$ cat src/rtl/ariane_pkg.sv
`default_nettype none
// ============================================================================
// Package  : ariane_pkg
// Brief    : Core-wide types shared by the issue stage (scoreboard entry).
// Revision : 1.0 - initial release
// ============================================================================
package ariane_pkg;

   // Default number of instructions moved from decode towards rename per cycle
   localparam int NR_ISSUE_PORTS = 2;

   typedef enum logic [3:0] {
      NONE,
      LOAD,
      STORE,
      ALU,
      CTRL_FLOW,
      MULT,
      CSR,
      FPU
   } fu_t;

   typedef struct packed {
      logic [63:0] pc;
      logic [2:0]  trans_id;
      fu_t         fu;
      logic [7:0]  op;
      logic [4:0]  rs1;
      logic [4:0]  rs2;
      logic [4:0]  rd;
      logic [63:0] result;
      logic        valid;
      logic        use_imm;
      logic        use_pc;
      logic        is_compressed;
   } scoreboard_entry_t;

endpackage
`default_nettype wire

$ cat src/rtl/issue_dispatch_buffer_pkg.sv
`default_nettype none
// ============================================================================
// Package  : issue_dispatch_buffer_pkg
// Brief    : Types and helpers for the decode-to-rename dispatch buffer.
// Revision : 1.0 - initial release
// ============================================================================
package issue_dispatch_buffer_pkg;

   typedef ariane_pkg::scoreboard_entry_t scoreboard_entry_t;

   localparam int NR_ISSUE_PORTS = ariane_pkg::NR_ISSUE_PORTS;

   function automatic int wrap_idx(input int value, input int depth);
      return value % depth;
   endfunction

endpackage
`default_nettype wire

$ cat src/rtl/issue_dispatch_buffer_if.sv
`default_nettype none
// ============================================================================
// Interface : issue_dispatch_buffer_if
// Brief     : Producer/consumer bundle of the dispatch buffer (decode -> rename).
// Revision  : 1.0 - initial release
// ============================================================================
interface issue_dispatch_buffer_if
   import issue_dispatch_buffer_pkg::*;
#(
   parameter int NR_PORTS = NR_ISSUE_PORTS,
   parameter int DEPTH    = 8
);
   localparam int c_USAGE_W = $clog2(DEPTH) + 1;

   logic                             flush_i;
   scoreboard_entry_t [NR_PORTS-1:0] instr_i;
   logic [NR_PORTS-1:0]              instr_valid_i;
   logic [NR_PORTS-1:0]              is_ctrl_flow_i;
   logic [NR_PORTS-1:0]              instr_ack_o;
   scoreboard_entry_t [NR_PORTS-1:0] instr_o;
   logic [NR_PORTS-1:0]              instr_valid_o;
   logic [NR_PORTS-1:0]              instr_ack_i;
   logic [c_USAGE_W-1:0]             usage_o;
   logic                             full_o;
   logic                             empty_o;

   modport master (
      output flush_i, instr_i, instr_valid_i, is_ctrl_flow_i, instr_ack_i,
      input  instr_ack_o, instr_o, instr_valid_o, usage_o, full_o, empty_o
   );

   modport slave (
      input  flush_i, instr_i, instr_valid_i, is_ctrl_flow_i, instr_ack_i,
      output instr_ack_o, instr_o, instr_valid_o, usage_o, full_o, empty_o
   );

endinterface
`default_nettype wire

$ cat src/rtl/prefix_len.sv
`default_nettype none
// ============================================================================
// Module   : prefix_len
// Brief    : Length of the run of set bits starting at bit 0.
// Revision : 1.0 - initial release
// ============================================================================
module prefix_len #(
   parameter int WIDTH = 2,
   parameter int LEN_W = $clog2(WIDTH + 1)
) (
   input  logic [WIDTH-1:0] i_bits,
   output logic [LEN_W-1:0] o_len
);

   always_comb begin
      logic w_run;
      w_run = 1'b1;
      o_len = '0;
      for (int i = 0; i < WIDTH; i++) begin
         w_run = w_run & i_bits[i];
         o_len = o_len + LEN_W'(w_run);
      end
   end

endmodule
`default_nettype wire

$ cat src/rtl/issue_dispatch_buffer.sv
`default_nettype none
// ============================================================================
// Module   : issue_dispatch_buffer
// Brief    : Multi-port circular buffer between decode and rename in issue.
// Revision : 1.0 - initial release
// ============================================================================
module issue_dispatch_buffer
   import issue_dispatch_buffer_pkg::*;
#(
   parameter int NR_PORTS = NR_ISSUE_PORTS,
   parameter int DEPTH    = 8
) (
   input  logic                   clk_i,
   input  logic                   rst_ni,
   issue_dispatch_buffer_if.slave bus
);

   localparam int c_AW = (DEPTH > 1) ? $clog2(DEPTH) : 1;
   localparam int c_UW = $clog2(DEPTH) + 1;
   localparam int c_CW = $clog2(NR_PORTS + 1);

   scoreboard_entry_t   r_mem [DEPTH];
   logic [DEPTH-1:0]    r_ctrl;
   logic [c_AW-1:0]     r_rd_ptr;
   logic [c_AW-1:0]     r_wr_ptr;
   logic [c_UW-1:0]     r_usage;

   logic [c_CW-1:0]     w_in_len;
   logic [c_CW-1:0]     w_offer_len;
   logic [c_CW-1:0]     w_deq_len;
   logic [c_UW-1:0]     w_free;
   logic [c_UW-1:0]     w_enq;
   logic [c_UW-1:0]     w_deq;
   logic [NR_PORTS-1:0] w_head_ctrl;
   logic [NR_PORTS-1:0] w_offer_cand;
   logic [NR_PORTS-1:0] w_valid_o;
   logic [NR_PORTS-1:0] w_ack_o;
   logic [NR_PORTS-1:0] w_taken;

   function automatic logic [c_AW-1:0] ptr_add(input logic [c_AW-1:0] ptr, input int n);
      return c_AW'(wrap_idx(int'(ptr) + n, DEPTH));
   endfunction

   // Head window: port k always shows entry rd_ptr + k
   always_comb begin
      w_head_ctrl = '0;
      bus.instr_o = '0;
      for (int k = 0; k < NR_PORTS; k++) begin
         w_head_ctrl[k] = r_ctrl[ptr_add(r_rd_ptr, k)];
         bus.instr_o[k] = r_mem[ptr_add(r_rd_ptr, k)];
      end
   end

   // A port is a candidate when it holds data and its predecessor is not
   // control flow; the prefix cut makes any control-flow entry the youngest.
   always_comb begin
      w_offer_cand    = '0;
      w_offer_cand[0] = (r_usage != '0);
      for (int k = 1; k < NR_PORTS; k++) begin
         w_offer_cand[k] = (c_UW'(k) < r_usage) && !w_head_ctrl[k-1];
      end
   end

   prefix_len #(.WIDTH(NR_PORTS)) u_offer_len (
      .i_bits (w_offer_cand),
      .o_len  (w_offer_len)
   );

   prefix_len #(.WIDTH(NR_PORTS)) u_enq_len (
      .i_bits (bus.instr_valid_i),
      .o_len  (w_in_len)
   );

   prefix_len #(.WIDTH(NR_PORTS)) u_deq_len (
      .i_bits (w_taken),
      .o_len  (w_deq_len)
   );

   // Free space comes from registered usage only, so slots released by a
   // same-cycle dequeue are not refilled until the next cycle.
   always_comb begin
      w_free    = c_UW'(DEPTH) - r_usage;
      w_enq     = (c_UW'(w_in_len) < w_free) ? c_UW'(w_in_len) : w_free;
      w_ack_o   = '0;
      w_valid_o = '0;
      if (bus.flush_i || !rst_ni) begin
         w_enq = '0;
      end
      for (int k = 0; k < NR_PORTS; k++) begin
         w_ack_o[k]   = (c_UW'(k) < w_enq);
         w_valid_o[k] = !bus.flush_i && (c_CW'(k) < w_offer_len);
      end
   end

   assign w_taken = w_valid_o & bus.instr_ack_i;
   assign w_deq   = c_UW'(w_deq_len);

   always_ff @(posedge clk_i or negedge rst_ni) begin
      if (!rst_ni) begin
         r_wr_ptr <= '0;
         r_rd_ptr <= '0;
         r_usage  <= '0;
      end else if (bus.flush_i) begin
         r_wr_ptr <= '0;
         r_rd_ptr <= '0;
         r_usage  <= '0;
      end else begin
         r_wr_ptr <= ptr_add(r_wr_ptr, int'(w_enq));
         r_rd_ptr <= ptr_add(r_rd_ptr, int'(w_deq));
         r_usage  <= r_usage + w_enq - w_deq;
      end
   end

   // Payload storage is only read where usage marks it valid
   always_ff @(posedge clk_i) begin
      for (int k = 0; k < NR_PORTS; k++) begin
         if (w_ack_o[k]) begin
            r_mem[ptr_add(r_wr_ptr, k)]  <= bus.instr_i[k];
            r_ctrl[ptr_add(r_wr_ptr, k)] <= bus.is_ctrl_flow_i[k];
         end
      end
   end

   assign bus.instr_ack_o   = w_ack_o;
   assign bus.instr_valid_o = w_valid_o;
   assign bus.usage_o       = r_usage;
   assign bus.full_o        = (r_usage == c_UW'(DEPTH));
   assign bus.empty_o       = (r_usage == '0);

endmodule
`default_nettype wire
$ cat src/flat_wrapper.sv
// flat-port wrapper written by rule: the top's interface ports become plain ports
module issue_dispatch_buffer_flat import issue_dispatch_buffer_pkg::*;
#(
   parameter int NR_PORTS = NR_ISSUE_PORTS,
   parameter int DEPTH    = 8
)
  (clk_i, rst_ni, bus_flush_i, bus_instr_i, bus_instr_valid_i, bus_is_ctrl_flow_i, bus_instr_ack_i, bus_instr_ack_o, bus_instr_o, bus_instr_valid_o, bus_usage_o, bus_full_o, bus_empty_o);
  issue_dispatch_buffer_if #(.NR_PORTS(NR_PORTS), .DEPTH(DEPTH)) bus_i ();
  input  logic clk_i;
  input  logic rst_ni;
  input wire logic [$bits(bus_i.flush_i)-1:0] bus_flush_i;
  input wire logic [$bits(bus_i.instr_i)-1:0] bus_instr_i;
  input wire logic [$bits(bus_i.instr_valid_i)-1:0] bus_instr_valid_i;
  input wire logic [$bits(bus_i.is_ctrl_flow_i)-1:0] bus_is_ctrl_flow_i;
  input wire logic [$bits(bus_i.instr_ack_i)-1:0] bus_instr_ack_i;
  output wire logic [$bits(bus_i.instr_ack_o)-1:0] bus_instr_ack_o;
  output wire logic [$bits(bus_i.instr_o)-1:0] bus_instr_o;
  output wire logic [$bits(bus_i.instr_valid_o)-1:0] bus_instr_valid_o;
  output wire logic [$bits(bus_i.usage_o)-1:0] bus_usage_o;
  output wire logic [$bits(bus_i.full_o)-1:0] bus_full_o;
  output wire logic [$bits(bus_i.empty_o)-1:0] bus_empty_o;
  assign bus_i.flush_i = bus_flush_i;
  assign bus_i.instr_i = bus_instr_i;
  assign bus_i.instr_valid_i = bus_instr_valid_i;
  assign bus_i.is_ctrl_flow_i = bus_is_ctrl_flow_i;
  assign bus_i.instr_ack_i = bus_instr_ack_i;
  assign bus_instr_ack_o = bus_i.instr_ack_o;
  assign bus_instr_o = bus_i.instr_o;
  assign bus_instr_valid_o = bus_i.instr_valid_o;
  assign bus_usage_o = bus_i.usage_o;
  assign bus_full_o = bus_i.full_o;
  assign bus_empty_o = bus_i.empty_o;
  issue_dispatch_buffer #(.NR_PORTS(NR_PORTS), .DEPTH(DEPTH)) u_core (.clk_i(clk_i), .rst_ni(rst_ni), .bus(bus_i));
endmodule
$ cat config.mk
export PLATFORM = sky130hd
export DESIGN_NAME = issue_dispatch_buffer_flat
export DESIGN_NICKNAME = d
export VERILOG_FILES = /design/src/rtl/ariane_pkg.sv /design/src/rtl/issue_dispatch_buffer_pkg.sv /design/src/rtl/issue_dispatch_buffer_if.sv /design/src/rtl/prefix_len.sv /design/src/rtl/issue_dispatch_buffer.sv /design/src/flat_wrapper.sv
export SDC_FILE = /design/constraint.sdc
export NUM_CORES = 2
export LEC_CHECK = 0
export CORE_UTILIZATION = 59
export DETAILED_ROUTE_END_ITERATION = 8
export PLACE_DENSITY = 0.93
export SLEW_MARGIN = 10
export SYNTH_ARGS = -nofsm -noshare
export SYNTH_HDL_FRONTEND = slang
export SYNTH_SLANG_ARGS = --single-unit
export TNS_END_PERCENT = 30
$ cat constraint.sdc
create_clock -name clk_i -period 13.35 [get_ports clk_i]
set_input_delay 1.335 -clock clk_i [delete_from_list [all_inputs] [get_ports clk_i]]
set_output_delay 1.335 -clock clk_i [all_outputs]
set_load 0.05 [all_outputs]
==> out/metrics.csv <==
stage;metric;value;unit
worst_setup_path;Arr. time, crit path;6080;ps
sta;fin. max-slew vios;0;
drt;1st-pass router iterations;8;
cts;CTS buffer count;141;
cts;clk sinks;1314;
synth;Yosys reg bits;1314;
global_route;all-layer global routing usage;32.9;%
drt;Post-DRT Antenna Nets;0;
sta;min setup slack post-route;5930;ps
power_and_ir_drop;worst vdd ir;157;uV
drt;via count;45700;
cts;htree depth;4;
global_route;largest net degree at the start of global routing;143;
floorplanning;initial core utilization;59.5;%
worst_setup_path;Setup CP Type;reg -> out;
worst_setup_path;cell breakdown of the critical path;buf_4 > buf_4 > buf_4 > mux4_2 > mux2_2 > clkdlybuf4s50_1;
worst_setup_path;worst path required time;12020;ps
synth;top cell type by total area after synthesis;edfxtp_1;
floorplanning;Die Height;358;um
synth;Post-Syn Instances;4065;
drt;WL/cell;33.2;um
placement;pre-CTS setup slack;6390;ps
sta;TNS Setup;0;ps
synth;Avg Inst Size Synth;18.4;um2
synth;Synth cell types;47;
floorplanning;die area;128000;um2
status;status;finished clean;
cts;Worst-Skew Late Latency;760;ps
worst_setup_path;crit path capture type;output pin;
sta;Setup violations, final;0;
cts;TritonCTS clock tree;built;
synth;sequential share of the synthesized area;52.5;%
worst_setup_path;FF-to-FF setup slack;7430;ps
synth;Post-synth EDFFs;1296;
global_route;first-pass GRT wire length;311000;um
placement;input/output buffers;666;
flow_run;number of max-cap violations;0;
synth;fraction of registers with async set/reset;0.761;%
cts;postcts setup bufs;0;
sta;slew margin rel.;15.3;%
placement;hpwl dp;118000;um
sta;Fmax;135;MHz
cts;Reg clk slew, reported paths;60;ps
synth;post-synthesis cell area;75000;um2
worst_setup_path;worst-path fanout max;50;
placement;GPL Wtd Cong;0.850;
worst_setup_path;R2R Path End;u_core.r_mem[2][154];
placement;DP Area;82800;um2
worst_setup_path;top cell family by delay on the critical path;buffers and inverters;
final_layout;share of cells above drive strength 1;26.5;%
sta;period utilisation layout;55.6;%
final_layout;fin nets;4957;
worst_hold_path;hold path start;u_core.r_ctrl[3];
synth;Mapped Nets;4413;
worst_setup_path;Buf/Inv on CP;4;
final_layout;Final Instance Count excl. Fillers;6413;
worst_hold_path;Hold WC Path Type;reg -> reg;
worst_setup_path;Startpoint Class;flop;
floorplanning;Row Count;130;
final_layout;fill count;7554;
worst_setup_path;cell mode on critical path;buf_4;
cts;hold_buf cts;0;
sta;RSZ-0062 raised after global routing;no;
global_route;initial antenna violation count;60;
synth;Yosys warnings;0;
cts;CTS max path bufs;3;
floorplanning;Core ar.;126000;um2
worst_setup_path;max incr delay on CP;910;ps
placement;# placed instances;6116;
worst_setup_path;slowest CP cell;buf_4;
synth;Top FF cell, synth;edfxtp_1;
drt;drc violations;0;
worst_setup_path;FF-to-FF path depth;11;
final_layout;Finished Cell Area;87300;um2
global_route;aggregate global routing overflow;0;
drt;Initial DRC Count;5813;
sta;skew final;30.9;ps
worst_hold_path;Hold Crit Endpoint;u_core.r_ctrl[3];
cts;Root Driver;clkbuf_16;
drt;Post-Route WL;213000;um
sta;final hold viol count;0;
synth;Synth area leaders;edfxtp_1 52%, mux2_1 20%, mux4_2 20%, mux2_2 4.9%, buf_2 0.89%;
global_route;vias in the first global route;47900;
worst_hold_path;hold path depth;3;
final_layout;Area Growth Syn to Fin;16.5;%
cts;cells resized by post-CTS repair;0;
synth;most frequent cell after synthesis;mux2_1;
floorplanning;IO Pins;667;
worst_setup_path;Critical R2R Launch;u_core.bus.usage_o[1];
sta;Tightest Pin Transition;1270;ps
sta;crit path time final;7420;ps
power_and_ir_drop;Power Density;156;nW/um2
synth;Synth top cells by count;1304 x mux2_1, 1296 x edfxtp_1, 650 x mux4_2, 324 x mux2_2, 134 x buf_2;
final_layout;fin util;69.3;%
power_and_ir_drop;P_leak;27.3;nW
floorplanning;Die W;358;um
synth;top-area cell type share of the netlist area;51.9;%
drt;drt via density;7.13;
[tightest hold or removal path: stages (launching register included)]
cell and delay [ps]:
dfxtp_1 310, inv_1 40, o22ai_1 100, mux2_1 150
[layout make-up]
class,instances,area (um2),area share [%]
Tap cell,1650,2060,2.36
Clock inverter,64,531,0.608
Antenna cell,44,110,0.126
Timing Repair Buffer,732,7320,8.39
Inverter,18,67.6,0.0774
Multi-Input combinational cell,2402,34000,39.0
Sequential cell,1314,39300,45.1
Clock buffer,189,3850,4.42
[kinds of logic (layout without fill, tap and decap cells)]
family | Yosys count | count (layout) | synth area share [%]
compound gates | 28 | 28 | 0.257
xor+xnor | 8 | 8 | 0.0935
fa+ha+maj | 15 | 15 | 0.290
buf+inv | 349 | 1003 | 2.36
flops | 1314 | 1314 | 52.5
mux | 2278 | 2278 | 44.0
other cells | 1 | 45 | 0.00500
simple gates | 72 | 72 | 0.539
[routing by layer]
| metal | GRT usage (%) | part of all wire, % |
|---|---|---|
| met3 | 8.50 | 11 |
| met4 | 16.0 | 4.2 |
| met5 | 0 | 0.14 |
| met1 | 41.3 | 36 |
| met2 | 53.3 | 49 |
[cells in the final DEF (no fill, tap or decap), types with 6 or more instances in the layout]
cell,n
o21ai_4,6
xnor2_1,6
diode_2,44
ha_1,10
buf_4,53
clkbuf_1,39
dfrtp_1,7
buf_12,13
nor2_1,16
mux2_1,1304
nand2_1,7
dfxtp_1,8
inv_1,17
mux2_2,324
clkinv_2,17
edfxtp_1,1296
mux4_2,650
clkinv_1,28
nor2b_1,9
clkdlybuf4s50_1,666
clkbuf_16,146
[sequential cells by signal, summed over array words and instances (netlist names)]
register,count
u_core.r_wr_ptr,3
u_core.bus.usage_o,4
u_core.r_mem,1296
u_core.r_rd_ptr,3
u_core.r_ctrl,8
[power breakdown]
group          internal, W  leakage, nW  switching [W]
clock              0.00213         2.14        0.00168
combinational      0.00205         13.3        0.00293
sequential         0.00476         11.9       0.000112
[through the flow]
step,hold slack (ps),total power (W)
3_5_place_dp,604,0.00986
4_1_cts,619,0.0137
6_report,625,0.0137
3_3_place_gp,583,0.00978
5_1_grt,658,0.0140
2_1_floorplan,553,0.00838
[worst max-delay path by stage]
stage	cells past startpoint	slack (ps)	start	endpoint
2_1_floorplan	9	2550	bus_instr_valid_i[1]	u_core.r_mem[0][0]
3_3_place_gp	7	6470	rst_ni	u_core.r_mem[2][121]
3_5_place_dp	7	6390	rst_ni	u_core.r_mem[2][121]
4_1_cts	6	5780	u_core.r_rd_ptr[1]	bus_instr_o[111]
5_1_grt	6	5500	u_core.r_rd_ptr[1]	bus_instr_o[111]
6_report	6	5930	u_core.r_rd_ptr[1]	bus_instr_o[111]
Power figures use the tool's default switching activity.
